### src/rtl/mem_bus_responder.sv
// Memory-side responder for the CPU memory bus: level-held rd/wr with
// parameterised wait states, registered read data with output-enable, preload port.
module mem_bus_responder #(
  parameter int ADDR_WIDTH = 5,
  parameter int DATA_WIDTH = 8,
  parameter int DEPTH      = 32,
  parameter int RD_WAIT    = 1,
  parameter int WR_WAIT    = 1
) (
  input  logic                  clk,
  input  logic                  rst,
  input  logic [ADDR_WIDTH-1:0] addr,
  input  logic                  rd,
  input  logic                  wr,
  input  logic [DATA_WIDTH-1:0] data_in,
  output logic [DATA_WIDTH-1:0] data_out,
  output logic                  data_oe,
  output logic                  ready,
  output logic                  err,
  output logic                  busy,
  input  logic                  init_we,
  input  logic [ADDR_WIDTH-1:0] init_addr,
  input  logic [DATA_WIDTH-1:0] init_data
);

  localparam int IDX_W = (DEPTH > 1) ? $clog2(DEPTH) : 1;
  localparam logic [ADDR_WIDTH:0] DEPTH_C   = (ADDR_WIDTH + 1)'(DEPTH);
  localparam logic [3:0]          RD_WAIT_C = 4'(RD_WAIT);
  localparam logic [3:0]          WR_WAIT_C = 4'(WR_WAIT);

  if (RD_WAIT < 0 || RD_WAIT > 15) begin : g_bad_rd_wait
    $error("RD_WAIT must be in 0..15");
  end
  if (WR_WAIT < 0 || WR_WAIT > 15) begin : g_bad_wr_wait
    $error("WR_WAIT must be in 0..15");
  end
  if (DEPTH < 2 || DEPTH > (1 << ADDR_WIDTH) || IDX_W > ADDR_WIDTH) begin : g_bad_depth
    $error("DEPTH must be in 2..2**ADDR_WIDTH");
  end

  typedef enum logic [2:0] {
    S_IDLE,
    S_RD_WAIT,
    S_RD_HOLD,
    S_WR_WAIT,
    S_WR_HOLD,
    S_ERR
  } state_t;

  state_t                 state_q, state_d;
  logic [3:0]             cnt_q, cnt_d;
  logic [ADDR_WIDTH-1:0]  addr_q, addr_d;
  logic [DATA_WIDTH-1:0]  data_q, data_d;
  logic [DATA_WIDTH-1:0]  data_out_q, data_out_d;
  logic                   data_oe_q, data_oe_d;
  logic                   ready_q, ready_d;
  logic                   err_q, err_d;
  logic                   busy_q, busy_d;

  logic [DATA_WIDTH-1:0]  mem [DEPTH];
  logic                   mem_we;
  logic [IDX_W-1:0]       mem_waddr;
  logic [DATA_WIDTH-1:0]  mem_wdata;
  logic [IDX_W-1:0]       rd_idx;
  logic                   addr_oor;
  logic                   init_oor;

  assign addr_oor = ({1'b0, addr} >= DEPTH_C);
  assign init_oor = ({1'b0, init_addr} >= DEPTH_C);

  always_comb begin
    state_d    = state_q;
    cnt_d      = cnt_q;
    addr_d     = addr_q;
    data_d     = data_q;
    data_out_d = data_out_q;
    data_oe_d  = data_oe_q;
    ready_d    = ready_q;
    err_d      = err_q;
    mem_we     = 1'b0;
    mem_waddr  = addr_q[IDX_W-1:0];
    mem_wdata  = data_q;
    rd_idx     = addr_q[IDX_W-1:0];

    unique case (state_q)
      S_IDLE: begin
        data_oe_d = 1'b0;
        ready_d   = 1'b0;
        err_d     = 1'b0;
        rd_idx    = addr[IDX_W-1:0];
        if ((rd && wr) || ((rd || wr) && addr_oor)) begin
          err_d   = 1'b1;
          state_d = S_ERR;
        end else if (rd) begin
          addr_d = addr;
          cnt_d  = RD_WAIT_C;
          if (RD_WAIT_C == 4'd0) begin
            data_out_d = mem[rd_idx];
            data_oe_d  = 1'b1;
            ready_d    = 1'b1;
            state_d    = S_RD_HOLD;
          end else begin
            state_d = S_RD_WAIT;
          end
        end else if (wr) begin
          addr_d = addr;
          data_d = data_in;
          cnt_d  = WR_WAIT_C;
          if (WR_WAIT_C == 4'd0) begin
            mem_we    = 1'b1;
            mem_waddr = addr[IDX_W-1:0];
            mem_wdata = data_in;
            ready_d   = 1'b1;
            state_d   = S_WR_HOLD;
          end else begin
            state_d = S_WR_WAIT;
          end
        end else if (init_we && !init_oor) begin
          mem_we    = 1'b1;
          mem_waddr = init_addr[IDX_W-1:0];
          mem_wdata = init_data;
        end
      end
      // A dropped request during the wait aborts; nothing is read or written.
      S_RD_WAIT: begin
        if (!rd) begin
          cnt_d   = '0;
          state_d = S_IDLE;
        end else begin
          cnt_d = cnt_q - 4'd1;
          if (cnt_q == 4'd1) begin
            data_out_d = mem[rd_idx];
            data_oe_d  = 1'b1;
            ready_d    = 1'b1;
            state_d    = S_RD_HOLD;
          end
        end
      end
      S_WR_WAIT: begin
        if (!wr) begin
          cnt_d   = '0;
          state_d = S_IDLE;
        end else begin
          cnt_d = cnt_q - 4'd1;
          if (cnt_q == 4'd1) begin
            mem_we  = 1'b1;
            ready_d = 1'b1;
            state_d = S_WR_HOLD;
          end
        end
      end
      S_RD_HOLD: begin
        if (!rd) begin
          ready_d   = 1'b0;
          data_oe_d = 1'b0;
          state_d   = S_IDLE;
        end
      end
      S_WR_HOLD: begin
        if (!wr) begin
          ready_d = 1'b0;
          state_d = S_IDLE;
        end
      end
      S_ERR: begin
        ready_d   = 1'b0;
        data_oe_d = 1'b0;
        if (!rd && !wr) begin
          err_d   = 1'b0;
          state_d = S_IDLE;
        end
      end
      default: state_d = S_IDLE;
    endcase

    busy_d = (state_d != S_IDLE);
  end

  always_ff @(posedge clk or posedge rst) begin
    if (rst) begin
      state_q    <= S_IDLE;
      cnt_q      <= '0;
      addr_q     <= '0;
      data_q     <= '0;
      data_out_q <= '0;
      data_oe_q  <= 1'b0;
      ready_q    <= 1'b0;
      err_q      <= 1'b0;
      busy_q     <= 1'b0;
    end else begin
      state_q    <= state_d;
      cnt_q      <= cnt_d;
      addr_q     <= addr_d;
      data_q     <= data_d;
      data_out_q <= data_out_d;
      data_oe_q  <= data_oe_d;
      ready_q    <= ready_d;
      err_q      <= err_d;
      busy_q     <= busy_d;
    end
  end

  // Store is deliberately outside the reset domain so contents survive rst.
  always_ff @(posedge clk) begin
    if (mem_we) mem[mem_waddr] <= mem_wdata;
  end

  assign data_out = data_out_q;
  assign data_oe  = data_oe_q;
  assign ready    = ready_q;
  assign err      = err_q;
  assign busy     = busy_q;

endmodule

### config.mk
export PLATFORM = sky130hd
export DESIGN_NAME = mem_bus_responder
export DESIGN_NICKNAME = d
export VERILOG_FILES = /design/src/rtl/mem_bus_responder.sv
export SDC_FILE = /design/constraint.sdc
export NUM_CORES = 1
export LEC_CHECK = 0
export ABC_AREA = 1
export CORE_ASPECT_RATIO = 1.75
export CORE_MARGIN = 3
export CORE_UTILIZATION = 60
export CTS_BUF_LIST = sky130_fd_sc_hd__clkbuf_4
export DETAILED_ROUTE_END_ITERATION = 7
export GPL_TIMING_DRIVEN = 1
export PLACE_DENSITY = 0.78
export SLEW_MARGIN = 20
export SYNTH_ARGS = -nofsm -noshare
export SYNTH_HDL_FRONTEND = slang
export SYNTH_SLANG_ARGS = --single-unit
### constraint.sdc
create_clock -name clk -period 4.04 [get_ports clk]
set_input_delay 0.808 -clock clk [delete_from_list [all_inputs] [get_ports clk]]
set_output_delay 0.808 -clock clk [all_outputs]
set_load 0.01 [all_outputs]
==> metrics.cfg <==
[status]
outcome = finished clean

[floorplan]
die_h_microns = 194
die_w_microns = 113
ios = 43
core_area_sq_um = 19700
num_rows = 68
start_util_pct = 61.3
die-area_sq_um = 22000

[setup_path]
startpoint = wr
cp_max_fo = 25
timing.rr.start = addr_q[3]
startpoint_type = input pin
setup.worst_path.end_class = register
cp.required_ns = 4.41
worst_ep_arrival_time_ns = 3.41
worstSetupPathType = input pin to register

[grt]
grt_util_met2_pct = 50.4
grt_max_degree = 130
grtUsageMet1_pct = 30.8
grt_overflow = 0
grt_usage_pct = 28.1
grt_pass1_wl_microns = 46200
antenna_found_initial = 1
grtUsageMet3_pct = 3.78
grt_pass1_vias = 8596
busiest_layer = met2

[layout]
utilization_pct = 69.6
layout.nets = 1225
syn_to_final_growth_pct = 13.6
drive_gt1_share_pct = 13.8

[cts]
cts_max_level = 2
root_buffer = clkbuf_4
clock_tree.buffer_depth = 3
clk_latency_ns = 0.68
path_clk_slew_ns = 0.07
cts_tree = yes
cts_setup_buffers = 0
cts_buffers = 59
cts.sinks = 288
postCtsHoldBufs = 0
cts.repair.resized = 0

[synth]
yosys_most_used_dff = edfxtp_1
synth_cell_types = 32
synth_top_area_share_pct = 63.5
synth_edf_count = 256
synth_area_leaders = edfxtp_1 (64%), nand2_1 (12%), nand3_1 (9.3%)
synth_fp_nets = 1139
async_flop_share_pct = 11.1
synth_seq_cells = 288
synth_area_sq_um = 12100
avgSynthCellArea_sq_um = 11.0
syn_inst = 1104
yosys.area.top_type = edfxtp_1
synth_seq_area_share_pct = 70.2
synth_common_cells = nand2_1 (379), edfxtp_1 (256), nand3_1 (224)
yosys_warnings = 0
yosys.cell_count.top_type = nand2_1

[sta]
setup-tns-final_ns = 0
period_minus_slack_ns = 3.03
post-route-period-util_pct = 75.1
slew_headroom_pct = 29.3
hold_viol_final = 0
hold_ws_ns = 0.482
timing.fmax_mhz = 330
fin_skew_ns = 0.0287
setup_viol = 0
slew_violations = 0
rsz0062_at_grt = no
worst_slew_pin_slew_ns = 1.06

[placement]
gp_congestion = 0.964
portBuffers = 42
dp_hpwl_microns = 19100

[route]
drtPass1Iterations = 5
via_count = 8543
vias_per_cell = 5.76
detail-route-antenna-nets = 0
drtIter0Drc = 623
route.detailed.drc = 0
routedWlPerCell_microns = 20.3
drt-total-wl_microns = 30100

[power_and_ir_drop]
combPwrFrac_pct = 36.9
peakVddDrop_v = 0.000676
p_leak_uw = 0.00525
p_seq_share_pct = 41.5
p_sw_uw = 3850
power_frac_clock_pct = 21.6
p_per_area_nw_per_um2 = 708
p_int_uw = 5870
switching_share_pct = 39.6

[hold_path]
hp-start = data_out[1]
hp-class = register to register

[job]
maxCapViolations = 0

-- through the flow --
| stage | worst slack (ns) | total power, uW | std cells | instance area [sq um] |
|---|---|---|---|---|
| finish | 1.01 | 9720 | 1484 | 13700 |
| global route | 0.837 | 10300 | 1484 | 13700 |
| CTS | 1.08 | 9710 | 1483 | 13700 |
| detailed placement | 0.402 | 7620 | 1374 | 13000 |
| global placement | 0.490 | 7560 | 1374 | 13000 |
| floorplan | 0.756 | 6300 | 1104 | 12100 |
-- cells in the final DEF, fill, tap and decap left out, drive strengths merged --
| cell | n |
|---|---|
| nor3 | 3 |
| a22oi | 2 |
| diode | 1 |
| clkinv | 23 |
| inv | 31 |
| edfxtp | 256 |
| o21ai | 21 |
| a211oi | 1 |
| clkdlybuf4s50 | 42 |
| ha | 4 |
| o2111ai | 1 |
| o221ai | 1 |
| nand3 | 228 |
| dfrtp | 32 |
| a21oi | 16 |
| nand2 | 381 |
| mux2 | 1 |
| buf | 41 |
| bufinv | 1 |
| nor2 | 60 |
| nand4 | 2 |
| o22ai | 2 |
| and3 | 1 |
| clkinvlp | 1 |
| clkbuf | 87 |
-- final timing paths --
path                               end  slack (ns)  cells after the start
setup / recovery             mem[4][5]        1.01                     10
hold / removal             data_out[1]        0.48                      2
setup reg to reg            mem[27][0]        1.26                      7
hold reg to reg            data_out[1]        0.48                      2
max in group asynchronous    addr_q[0]        3.13                      3
min in group asynchronous        ready        0.54                      3
-- flip-flops by register name, summed over array words and instances, names as in the netlist --
name      flops
addr_q        5
busy          1
cnt_q         4
data_oe       1
data_out      8
data_q        8
err           1
mem         256
ready         1
state_q       3
-- metal layers --
layer | up-vias | routed length (microns)
li1 | 4024 | -
met1 | 3986 | 10200
met2 | 425 | 16100
met3 | 108 | 1780
met4 | 0 | 1970
met5 | - | 0
-- logic make-up after synthesis --
family	share of synthesized area [%]
and+or+nand+nor	24.0
DFF	70.2
buffers and inverters	3.24
AOI/OAI and AO/OA	2.12
adders and majority gates	0.414
muxes	0.0931
-- power by group through the flow --
stage | logic (uW) | clock network [uW] | registers (uW)
global route | 3910 | 2290 | 4060
detailed placement | 3520 | 0 | 4100
global placement | 3460 | 0 | 4090
floorplan | 2260 | 0 | 4040
finish | 3580 | 2100 | 4030
CTS | 3530 | 2140 | 4030
-- critical path, stage by stage --
cell             delay (ns)
clkdlybuf4s50_1        0.53
ha_1                   0.26
nor2_1                 0.12
nand2_1                0.17
nor2_8                 0.46
nand2_1                0.14
o21ai_2                0.14
nand3_2                0.35
nor2_1                 0.23
buf_4                  0.20
-- layout make-up --
| cell class | count | area, sq um |
|---|---|---|
| multi-input cells | 724 | 3300 |
| repair buffers | 83 | 732 |
| clock buffers | 87 | 653 |
| clock inverters | 22 | 124 |
| inverters | 34 | 131 |
| fillers | 1445 | 6000 |
| flip-flops and latches | 288 | 8490 |
| well taps | 245 | 307 |
| diodes | 1 | 2.50 |
No activity file was read; power rests on OpenSTA's default activity.
